$ cat src/rtl/qr_pkg.sv
// Shared types for the QR_Engine input path: sample format, frame geometry and
// the frame transmitter state encoding.
package qr_pkg;

   localparam int DATA_W    = 16;
   localparam int FRAME_LEN = 20;
   localparam int H_DIM     = 4;

   typedef struct packed {
      logic signed [DATA_W-1:0] re;
      logic signed [DATA_W-1:0] im;
   } cplx_t;

   typedef enum logic [1:0] {
      IDLE,
      SEND,
      GAP
   } state_t;

endpackage

$ cat src/rtl/qr_sync_fifo.sv
// Single-clock word buffer with occupancy count and flush. Read data is
// registered: a word popped in one cycle is presented on rdata the next.
module qr_sync_fifo #(
   parameter int WIDTH = 32,
   parameter int DEPTH = 64
) (
   input  logic                    clk,
   input  logic                    rst_n,
   input  logic                    flush,
   input  logic                    push,
   input  logic [WIDTH-1:0]        wdata,
   input  logic                    pop,
   output logic [WIDTH-1:0]        rdata,
   output logic [$clog2(DEPTH):0]  count,
   output logic                    full,
   output logic                    empty
);

   localparam int AW = $clog2(DEPTH);
   localparam logic [AW:0] FULL_CNT = DEPTH[AW:0];

   logic [WIDTH-1:0] mem [DEPTH];
   logic [AW-1:0]    wr_ptr;
   logic [AW-1:0]    rd_ptr;
   logic             do_push;
   logic             do_pop;

   assign full    = (count == FULL_CNT);
   assign empty   = (count == '0);
   assign do_push = push && !full && !flush;
   assign do_pop  = pop && !empty && !flush;

   // Pointers wrap naturally because DEPTH is a power of two.
   always_ff @(posedge clk or negedge rst_n) begin
      if (!rst_n) begin
         wr_ptr <= '0;
         rd_ptr <= '0;
         count  <= '0;
      end else if (flush) begin
         wr_ptr <= '0;
         rd_ptr <= '0;
         count  <= '0;
      end else begin
         if (do_push) wr_ptr <= wr_ptr + 1'b1;
         if (do_pop)  rd_ptr <= rd_ptr + 1'b1;
         case ({do_push, do_pop})
            2'b10:   count <= count + 1'b1;
            2'b01:   count <= count - 1'b1;
            default: count <= count;
         endcase
      end
   end

   always_ff @(posedge clk) begin
      if (do_push) mem[wr_ptr] <= wdata;
   end

   // Output word holds between pops; flush leaves it untouched.
   always_ff @(posedge clk or negedge rst_n) begin
      if (!rst_n)      rdata <= '0;
      else if (do_pop) rdata <= mem[rd_ptr];
   end

endmodule

$ cat src/rtl/qr_frame_tx.sv
// Frame transmitter: buffers host words and streams complete 20-word frames
// (H column-major, then y) to QR_Engine as unbroken bursts with an idle gap.
module qr_frame_tx #(
   parameter int DATA_W     = qr_pkg::DATA_W,
   parameter int FRAME_LEN  = qr_pkg::FRAME_LEN,
   parameter int DEPTH      = 64,
   parameter int GAP_CYCLES = 8
) (
   input  logic                i_clk,
   input  logic                i_rst_n,
   input  logic                i_clr,
   input  logic                s_valid,
   input  logic [2*DATA_W-1:0] s_data,
   output logic                s_ready,
   output logic                o_trig,
   output logic [2*DATA_W-1:0] o_data,
   output logic                o_busy,
   output logic [15:0]         o_frame_cnt
);

   import qr_pkg::*;

   localparam int CW = $clog2(DEPTH) + 1;
   localparam int IW = (FRAME_LEN > 2) ? $clog2(FRAME_LEN) : 1;
   localparam int GW = $clog2(GAP_CYCLES + 1);
   localparam logic [CW-1:0] FRAME_CNT = CW'(FRAME_LEN);
   localparam logic [IW-1:0] LAST_IDX  = IW'(FRAME_LEN - 2);
   localparam logic [GW-1:0] GAP_END   = GW'(GAP_CYCLES);

   state_t          state;
   state_t          state_nxt;
   logic [IW-1:0]   idx;
   logic [IW-1:0]   idx_nxt;
   logic [GW-1:0]   gap_cnt;
   logic [GW-1:0]   gap_nxt;
   logic            pop;
   logic            frame_done;
   logic            push;
   logic [CW-1:0]   count;
   logic            full;
   logic            empty;

   assign s_ready = i_rst_n && !full && !i_clr;
   assign push    = s_valid && s_ready;
   assign o_busy  = (state != IDLE);

   qr_sync_fifo #(
      .WIDTH (2*DATA_W),
      .DEPTH (DEPTH)
   ) u_fifo (
      .clk   (i_clk),
      .rst_n (i_rst_n),
      .flush (i_clr),
      .push  (push),
      .wdata (s_data),
      .pop   (pop),
      .rdata (o_data),
      .count (count),
      .full  (full),
      .empty (empty)
   );

   // idx is the index of the word popped in the previous cycle; word 0 leaves
   // from IDLE, so SEND ends after popping word FRAME_LEN-1 (idx == FRAME_LEN-2).
   always_comb begin
      state_nxt  = state;
      idx_nxt    = idx;
      gap_nxt    = gap_cnt;
      pop        = 1'b0;
      frame_done = 1'b0;
      case (state)
         IDLE: begin
            if (count >= FRAME_CNT) begin
               pop       = 1'b1;
               idx_nxt   = '0;
               state_nxt = SEND;
            end
         end
         SEND: begin
            if (!empty) begin
               pop     = 1'b1;
               idx_nxt = idx + 1'b1;
               if (idx == LAST_IDX) begin
                  frame_done = 1'b1;
                  gap_nxt    = '0;
                  state_nxt  = GAP;
               end
            end
         end
         GAP: begin
            if (gap_cnt == GAP_END) state_nxt = IDLE;
            else                    gap_nxt   = gap_cnt + 1'b1;
         end
         default: state_nxt = IDLE;
      endcase
   end

   // o_trig follows the pop by one cycle, aligned with the registered FIFO word.
   always_ff @(posedge i_clk or negedge i_rst_n) begin
      if (!i_rst_n) begin
         state       <= IDLE;
         idx         <= '0;
         gap_cnt     <= '0;
         o_trig      <= 1'b0;
         o_frame_cnt <= '0;
      end else if (i_clr) begin
         state       <= IDLE;
         idx         <= '0;
         gap_cnt     <= '0;
         o_trig      <= 1'b0;
         o_frame_cnt <= '0;
      end else begin
         state   <= state_nxt;
         idx     <= idx_nxt;
         gap_cnt <= gap_nxt;
         o_trig  <= pop;
         if (frame_done) o_frame_cnt <= o_frame_cnt + 16'd1;
      end
   end

endmodule

$ cat config.mk
export PLATFORM = sky130hd
export DESIGN_NAME = qr_frame_tx
export DESIGN_NICKNAME = d
export VERILOG_FILES = /design/src/rtl/qr_pkg.sv /design/src/rtl/qr_sync_fifo.sv /design/src/rtl/qr_frame_tx.sv
export SDC_FILE = /design/constraint.sdc
export NUM_CORES = 2
export LEC_CHECK = 0
export CAP_MARGIN = 30
export CORE_AREA = 2 2 545 547
export CTS_CLUSTER_SIZE = 24
export DETAILED_ROUTE_END_ITERATION = 6
export DIE_AREA = 0 0 547 549
export PLACE_DENSITY_LB_ADDON = 0.05
export SYNTH_ARGS = -nofsm -noshare
export SYNTH_HDL_FRONTEND = slang
export SYNTH_SLANG_ARGS = --single-unit
$ cat constraint.sdc
create_clock -name i_clk -period 4.57 [get_ports i_clk]
set_input_delay 0.914 -clock i_clk [delete_from_list [all_inputs] [get_ports i_clk]]
set_output_delay 0.914 -clock i_clk [all_outputs]
set_load 0.005 [all_outputs]
==> reports/metrics.cfg <==
[run_status]
status=finished, final reports clean

[final_layout]
nets=4687
drive_gt1_share_pct=16.9
area_growth_pct=19.2
fill_cells=28100

[clocking]
cts_setup_buffers=0
h-tree-depth=4
clockBufferDepth=4
hold_buffers=0
cts_buffers=245
clkLatencyLatePin_ns=0.91
clk_pin_slew_worst_paths_ns=0.06
cts_sinks=2127
tritoncts=yes
post_cts_resized=0
cts_root_buf=clkbuf_16

[power_and_ir_drop]
ir_worst_vdd_uv=349
power_density_mw_per_mm2=507
power.static_leakage_nw=30.7
finalPower_w=0.0496

[setup_path]
path_cells=buf_12 -> mux4_2 -> a22o_1 -> a31oi_1 -> nand4_1 -> o221a_1
critical_path_peak_fanout=33
crit_path_start_kind=register
cp.arrival_ns=4.36
critical_path_buf_inv_count=1
critPathCaptureType=register
crit_family=compound AO/OA/AOI/OAI gates
worstPathRequired_ns=5.36
critPathMaxStageDelay_ns=0.84
path_class=register to register
critPathSlowestCell=dfrtp_4

[drt]
first_pass_iters=7
ant_nets=0
vias=42000
drcViolationCount=0
routedWlPerCell_um=30.9
routed_wirelength_mm=271
via_per_inst=4.78
drt_iter0_markers=3317

[logic_synthesis]
synth_area_leaders=edfxtp_1 75%, mux2i_1 9.4%, mux4_2 3.5%
yosysWarnings=0
synth_edf_count=2048
ys.flop_type=edfxtp_1
yosysSeqAreaShare_pct=77.4
synth_nets=4370
synthCells=4321
yosysTopAreaCell=edfxtp_1
synth_cell_types=62
syn_area_mm2=0.0820
synth_seq_cells=2127
postSynthAreaPerCell_um2=19.0
yosys.area.top_type_share_pct=75.0
async_reset_ff_share_pct=3.71

[floorplanning]
die_area_mm2=0.300
io_pins=87
chipWidth_um=547
rows=200
initial_utilization_pct=27.8
fp.coreArea_mm2=0.295
die_y_um=549

[sta]
fin_setup_tns_ns=0
rsz0062_at_grt=false
worstMarginPinSlew_ns=1.01
relSlewSlack_pct=32.5
period_minus_slack_ns=3.57
slew_viol_final=0
finalCritPeriodShare_pct=78.2
fmax_ghz=0.280
hold_viol=0
skew_ns=0.0530
finalSetupViolations=0

[place]
dp_hpwl_mm=166
io_buffers=86
gp_congestion=0.757

[global_route]
antenna_found_initial=38
track_usage_pct=17.8
grt_max_degree=69
grt_pass1_vias=43100
overflow=0
grt_pass1_wl_mm=372

[hold_path]
hold_path.class=input pin to async pin

[run]
cap_violations=0

==> Yosys cell counts (40+ instances only) <==
| cell type | n |
|---|---|
| a21oi_1 | 40 |
| a22oi_1 | 256 |
| buf_2 | 90 |
| clkbuf_1 | 138 |
| dfrtp_1 | 79 |
| edfxtp_1 | 2048 |
| mux2i_1 | 772 |
| mux4_2 | 128 |
| nand2_1 | 85 |
| nand3_1 | 76 |
| nor2_1 | 114 |
| o22ai_1 | 66 |
==> layout by cell type (no fill, tap or decap), types with 7 or more instances in the layout <==
master and count:
dfrtp_1 76, edfxtp_1 2048, a21oi_1 40, o22ai_1 66, o221ai_1 31, buf_4 164
or4_1 31, ha_1 12, nand3_1 76, nor2_1 46, nand2_1 85, clkbuf_16 250
o21ai_0 37, inv_1 7, xor2_1 25, clkinv_2 35, xnor2_1 8, o221a_1 31
diode_2 18, bufinv_16 28, nor3_1 9, mux4_2 128, clkdlybuf4s50_1 52, clkinv_1 60
a22o_1 33, clkbuf_1 68, mux2i_1 772, a22oi_1 256, buf_12 76, nand4_1 39
o22a_1 31, buf_2 33, nor2_4 68, a31oi_1 33
==> cells by family after synthesis <==
logic type / Yosys count / synth area share, %
xor+xnor: 34 / 0.372
simple gates: 402 / 2.49
fa+ha+maj: 13 / 0.207
buf+inv: 265 / 1.41
compound gates: 579 / 5.21
flops: 2127 / 77.4
mux: 901 / 12.9
==> worst paths after layout <==
| path | start | to | slack (ns) | cells after the start |
|---|---|---|---|---|
| min in group i_clk | i_clr | u_fifo.count[0] | 0.43 | 3 |
| max reg2reg | u_fifo.rd_ptr[0] | u_fifo.rdata[27] | 1.0 | 6 |
| max | u_fifo.rd_ptr[0] | u_fifo.rdata[27] | 1.0 | 6 |
| max in group asynchronous | i_rst_n | u_fifo.rd_ptr[5] | 3.03 | 3 |
| min reg2reg | idx[4] | idx[4] | 0.55 | 2 |
| min | i_rst_n | o_frame_cnt[1] | 0.13 | 2 |
==> state kept, by name (all words and copies together) (netlist names) <==
name	flops
u_fifo.rd_ptr	6
o_frame_cnt	16
idx	5
o_trig	1
state	2
u_fifo.count	7
u_fifo.wr_ptr	6
u_fifo.mem	2048
u_fifo.rdata	32
gap_cnt	4
==> report_power, final <==
part | internal [W] | total, W | switching, W
sequential | 0.0216 | 0.0221 | 0.000518
combinational | 0.00340 | 0.00802 | 0.00462
clock | 0.0115 | 0.0195 | 0.00798
==> layer usage <==
metal  vias to the layer above  global-route usage [%]  wire (um)
li1                      18400                       -          -
met3                       298                    2.01       8950
met5                         -                       0          0
met2                       789                    28.9     128000
met4                         0                    3.48       4670
met1                     22600                    25.7     130000
==> worst reg2reg max path: stages, from the launching register on <==
cell,delay [ns]
dfrtp_4,0.84
buf_12,0.39
mux4_2,0.57
a22o_1,0.28
a31oi_1,0.56
nand4_1,0.56
o221a_1,0.28
==> area by class of cell <==
type / instances / area (um2) / share of cell area (%)
antenna: 18 / 45.0 / 0.0461
clock buffer: 319 / 6530 / 6.67
clock inverter: 130 / 1310 / 1.34
inverter: 7 / 26.3 / 0.0269
multi-input combinational: 1929 / 18000 / 18.4
sequential: 2127 / 63500 / 64.9
tap: 3939 / 4930 / 5.04
timing repair buffer: 328 / 3510 / 3.59
==> metrics by stage <==
stage / cells / instance area, um2 / worst slack (ns) / util, % / hold WS, ns
2_1_floorplan: 4321 / 82000 / 1.00 / - / 0.505
3_3_place_gp: 8320 / 89700 / 0.676 / 30.4 / 0.534
3_5_place_dp: 8327 / 89900 / 0.832 / 30.5 / 0.541
4_1_cts: 8776 / 97700 / 0.982 / 33.1 / 0.0654
5_1_grt: 8781 / 97800 / 0.873 / 33.1 / 0.130
6_report: 8797 / 97800 / 0.996 / 33.1 / 0.134
Power figures use the tool's default switching activity.
